--- config.mk ---
export PLATFORM = sky130hd
export DESIGN_NAME = cpu_mem_arbiter
export DESIGN_NICKNAME = d
export VERILOG_FILES = /design/src/rtl/cpu_mem_arbiter.sv
export SDC_FILE = /design/constraint.sdc
export NUM_CORES = 1
export LEC_CHECK = 0
export ABC_AREA = 1
export BUFFER_PORTS_ARGS = -buffer_cell sky130_fd_sc_hd__buf_2
export CORE_UTILIZATION = 43
export DETAILED_ROUTE_END_ITERATION = 10
export GPL_TIMING_DRIVEN = 1
export PLACE_DENSITY = 0.76
export SLEW_MARGIN = 20
export SYNTH_ARGS = -nofsm -noshare
export SYNTH_HDL_FRONTEND = slang
export SYNTH_SLANG_ARGS = --single-unit
--- constraint.sdc ---
create_clock -name clk -period 1.4 [get_ports clk]
set_input_delay 0.28 -clock clk [delete_from_list [all_inputs] [get_ports clk]]
set_output_delay 0.28 -clock clk [all_outputs]
set_load 0.02 [all_outputs]
--- src/rtl/cpu_mem_arbiter.sv ---
// Arbiter sharing one single-ported memory between the IF and MEM pipeline stages.
// DM has priority; each access holds mem_en for MEM_LATENCY cycles, then acks for one cycle.
module cpu_mem_arbiter #(
  parameter int MEM_LATENCY = 2,
  parameter int CNT_W       = 4
) (
  input  logic        clk,
  input  logic        clr,
  input  logic        if_req,
  input  logic [31:0] if_addr,
  output logic [31:0] if_rdata,
  output logic        if_ack,
  input  logic        dm_req,
  input  logic        dm_we,
  input  logic [31:0] dm_addr,
  input  logic [31:0] dm_wdata,
  output logic [31:0] dm_rdata,
  output logic        dm_ack,
  output logic        mem_en,
  output logic        mem_we,
  output logic [31:0] mem_addr,
  output logic [31:0] mem_wdata,
  input  logic [31:0] mem_rdata,
  output logic        stall_if,
  output logic        stall_mem,
  output logic [31:0] conflict_count
);

  typedef enum logic [1:0] {IDLE, BUSY_IF, BUSY_DM, DONE} state_t;

  localparam logic [CNT_W-1:0] CNT_LOAD = CNT_W'(MEM_LATENCY - 1);

  state_t           state, state_next;
  logic [CNT_W-1:0] cnt;
  logic             grant_dm, grant_if, finish;

  always_ff @(posedge clk) begin
    if (clr) state <= IDLE;
    else     state <= state_next;
  end

  // The ack flag still high in DONE marks the requester just served; it is not eligible again.
  always_comb begin
    state_next = state;
    grant_dm   = 1'b0;
    grant_if   = 1'b0;
    finish     = 1'b0;
    case (state)
      IDLE, DONE: begin
        if (dm_req && !dm_ack) begin
          grant_dm   = 1'b1;
          state_next = BUSY_DM;
        end else if (if_req && !if_ack) begin
          grant_if   = 1'b1;
          state_next = BUSY_IF;
        end else begin
          state_next = IDLE;
        end
      end
      BUSY_IF, BUSY_DM: begin
        if (cnt == '0) begin
          finish     = 1'b1;
          state_next = DONE;
        end
      end
      default: state_next = IDLE;
    endcase
  end

  always_ff @(posedge clk) begin
    if (clr) begin
      cnt            <= '0;
      mem_en         <= 1'b0;
      mem_we         <= 1'b0;
      mem_addr       <= '0;
      mem_wdata      <= '0;
      if_ack         <= 1'b0;
      dm_ack         <= 1'b0;
      if_rdata       <= '0;
      dm_rdata       <= '0;
      conflict_count <= '0;
    end else begin
      if_ack <= 1'b0;
      dm_ack <= 1'b0;
      if (state == IDLE && dm_req && if_req)
        conflict_count <= conflict_count + 32'd1;
      if (grant_dm) begin
        mem_en    <= 1'b1;
        mem_we    <= dm_we;
        mem_addr  <= dm_addr;
        mem_wdata <= dm_wdata;
        cnt       <= CNT_LOAD;
      end else if (grant_if) begin
        mem_en   <= 1'b1;
        mem_we   <= 1'b0;
        mem_addr <= if_addr;
        cnt      <= CNT_LOAD;
      end else if (finish) begin
        mem_en <= 1'b0;
        mem_we <= 1'b0;
        if (state == BUSY_DM) begin
          dm_ack <= 1'b1;
          if (!mem_we) dm_rdata <= mem_rdata;
        end else begin
          if_ack   <= 1'b1;
          if_rdata <= mem_rdata;
        end
      end else if (state == BUSY_IF || state == BUSY_DM) begin
        cnt <= cnt - CNT_W'(1);
      end else begin
        mem_en <= 1'b0;
      end
    end
  end

  assign stall_if  = if_req & ~if_ack;
  assign stall_mem = dm_req & ~dm_ack;

endmodule

==> flow_summary.yaml <==
outcome:
  outcome: "complete, but fails checks"
  violations: "setup timing"
floorplan:
  die_h_um: 130.2
  die_x_um: 130.2
  core.rowCount: 46
  dieArea_um2: 16950
  io-pin-count: 299
  core_area_um2: 15940
  initial_core_util_pct: 44.32
timing:
  max-slew-margin-rel_pct: 70.03
  setup_tns_ps: -5628
  hold_slack_ps: 88.47
  finalHoldViolations: 0
  fin_crit_ps: 1532
  rsz0062_at_grt: "yes"
  fin_skew_ps: 13.18
  setup_ws_ps: -131.7
  finalMaxSlewViolations: 0
  tightest_slew_ps: 447.9
  fmax_mhz: 652.9
  finalSetupViolations: 126
  fin_crit_sh_pct: 109.4
cts:
  cts_tree: "yes"
  path_clk_slew_ps: 70
  clkLatencyLatePin_ps: 420
  htreeDepth: 4
  clock_path_buffers: 2
  ctsHoldBuffers: 0
  cts_sinks: 170
  clockRootBuffer: "clkbuf_16"
  cts-buffers-inserted: 17
grt:
  grt_usage_pct: 24.69
  grt_pass1_wl_um: 32800
  overflow: 0
  grt_max_degree: 66
  grt_pass1_vias: 6809
  grt_antenna_before_repair: 2
worst_setup_path:
  crit_path_end_kind: "register"
  crit_arrival_ps: 1830
  path_cells: "inv_2 -> ha_4 -> inv_8 -> o211ai_4 -> nand2_8 -> buf_6 -> inv_6 -> o21ai_1 -> o21ai_1 -> inv_1"
  critical_path.max_stage_delay_ps: 330
  start_kind: "register"
  regToRegEndpoint: "cnt[0]$_SDFFE_PP0P_"
  critical_path_class: "reg2reg"
  crit_buf_inv: 5
  cp_common_cell: "o21ai_1"
  critPathSlowestCell: "dfxtp_2"
  reg2regPathDepth: 10
  rrSetupSlack_ps: -130
  crit_required_ps: 1700
  cp-startpoint: "state[0]$_SDFFE_PP0P_"
  cp_max_fo: 5
  crit_family: "buffers and inverters"
  reg2reg_from: "state[0]$_SDFFE_PP0P_"
power:
  power_density_nw_per_um2: 2134
  leakage_uw: 0.005411
  ir_drop_uv: 1135
route:
  drt-initial-drc-count: 507
  route.detailed.drc: 0
  dr.pass1.iters: 5
  ant_nets: 0
  vias: 7714
  vias_per_cell: 5.132
  drt_wl_total_um: 23460
  wire_per_inst_um: 15.61
logic_synthesis:
  synth_common_cells: "dfxtp_1 (170), nand2_1 (134), nand3_1 (119)"
  syn_inst: 918
  ys.flop_type: "dfxtp_1"
  syn-num-nets: 1055
  synth_edf_count: 0
  synthTopCellsByArea: "dfxtp_1 (48%), nand3_1 (8.4%), nand2_1 (7.1%), nor2_1 (6.3%), a21oi_1 (5.9%)"
  synth_warnings: 0
  post_synth.cell_area_avg_um2: 7.697
  synth_largest_area_cell: "dfxtp_1"
  ys_async_sr_fraction_pct: 0
  synth_cell_types: 31
  synthesis.area_um2: 7066
  synth-seq-cells: 170
  ys_seq_area_share_pct: 48.17
  synth_top_area_share_pct: 48.17
  yosysMostFrequentCell: "dfxtp_1"
layout:
  layout.nets: 1409
  area_growth_pct: 54.97
  layout-drive-gt1-share_pct: 44.67
min_path:
  worstHoldStart: "mem_rdata[23]"
  whs_endpoint: "dm_rdata[23]$_SDFFE_PP0P_"
  hold_path.class: "in2reg"
  min_path_cells: 3
placed_design:
  place_congestion: 0.8259
  io_buffer_count: 298
  hpwl_um: 14150
job:
  maxCapViolCount: 0
cells in the final DEF (no fill, tap or decap), drive strengths merged:
| cell | n |
|---|---|
| o211a | 32 |
| nand4 | 12 |
| and3 | 1 |
| clkinvlp | 1 |
| nor3 | 7 |
| nor3b | 2 |
| ha | 4 |
| diode | 2 |
| bufbuf | 3 |
| xor2 | 4 |
| o211ai | 1 |
| bufinv | 2 |
| nand2 | 136 |
| clkbuf | 27 |
| inv | 82 |
| clkinv | 5 |
| buf | 383 |
| o21a | 1 |
| o21ai | 76 |
| nor2 | 129 |
| nand3 | 121 |
| dfxtp | 170 |
| a31oi | 1 |
| a21oi | 83 |
| xnor2 | 2 |
layout make-up:
cell class	instances	area, um^2
Inverter	77	309.0
Clock buffer	19	442.9
Multi-Input combinational cell	612	3596
Timing Repair Buffer	394	2733
Tap cell	216	270.3
Antenna cell	2	5.005
Sequential cell	170	3432
Clock inverter	13	161.4
Fill cell	1272	4994
state kept, by name, summed over array words and instances (netlist names):
signal and cells:
mem_we 1, dm_ack 1, conflict_count 32, mem_wdata 32
cnt 4, mem_addr 32, mem_en 1, if_rdata 32
dm_rdata 32, state 2, if_ack 1
routing by layer:
metal	track usage, %	part of all wire, %
met4	9.713	2.0
met5	0	0
met1	29.56	40
met2	41.90	51
met3	6.724	7.0
per-stage QoR:
step	power (uW)	area (um^2)	utilization, %	setup WS (ps)	instances
4_1_cts	21620	10260	64.37	-89.21	1482
2_1_floorplan	12500	7109	-	-19.04	918
3_3_place_gp	15280	9092	57.03	-187.4	1430
5_1_grt	24620	10940	68.65	-217.7	1501
3_5_place_dp	15420	9092	57.03	-266.2	1430
6_report	23370	10950	68.68	-131.7	1503
worst reg2reg max path, delay by kind of cell, from the launching register on:
family	cells	cell delay (ps)
flops	1	330
fa+ha+maj	1	310
buf+inv	5	360
simple gates	1	120
compound gates	3	300
where the power goes:
group,internal [uW],switching [uW]
sequential,6140,705
clock,2730,2060
combinational,5040,6690
total,13900,9450
how the worst max path moves through the flow:
stage | endpoint | cells after the start | slack [ps]
finish | cnt[0]$_SDFFE_PP0P_ | 10 | -130
global route | cnt[0]$_SDFFE_PP0P_ | 10 | -220
global placement | dm_rdata[13]$_SDFFE_PP0P_ | 9 | -190
detailed placement | dm_rdata[16]$_SDFFE_PP0P_ | 9 | -270
CTS | dm_rdata[16]$_SDFFE_PP0P_ | 10 | -90
floorplan | mem_addr[0]$_SDFFE_PP0P_ | 8 | -20
repair_timing:
item,in CTS,in global routing
buffers inserted,12,11
gates resized for setup,88,142
cloned,8,9
endpoints found under the setup margin,150,167
pin swaps,27,38
cell families after synthesis:
family	Yosys count	synth area share (%)
adders and majority gates	4	0.7084
AOI/OAI and AO/OA	194	16.17
and+or+nand+nor	408	25.55
DFF	170	48.17
xor gates and xnor gates	6	0.7438
buffers and inverters	136	8.660
Note: power is estimated with default switching activity, not from simulation.
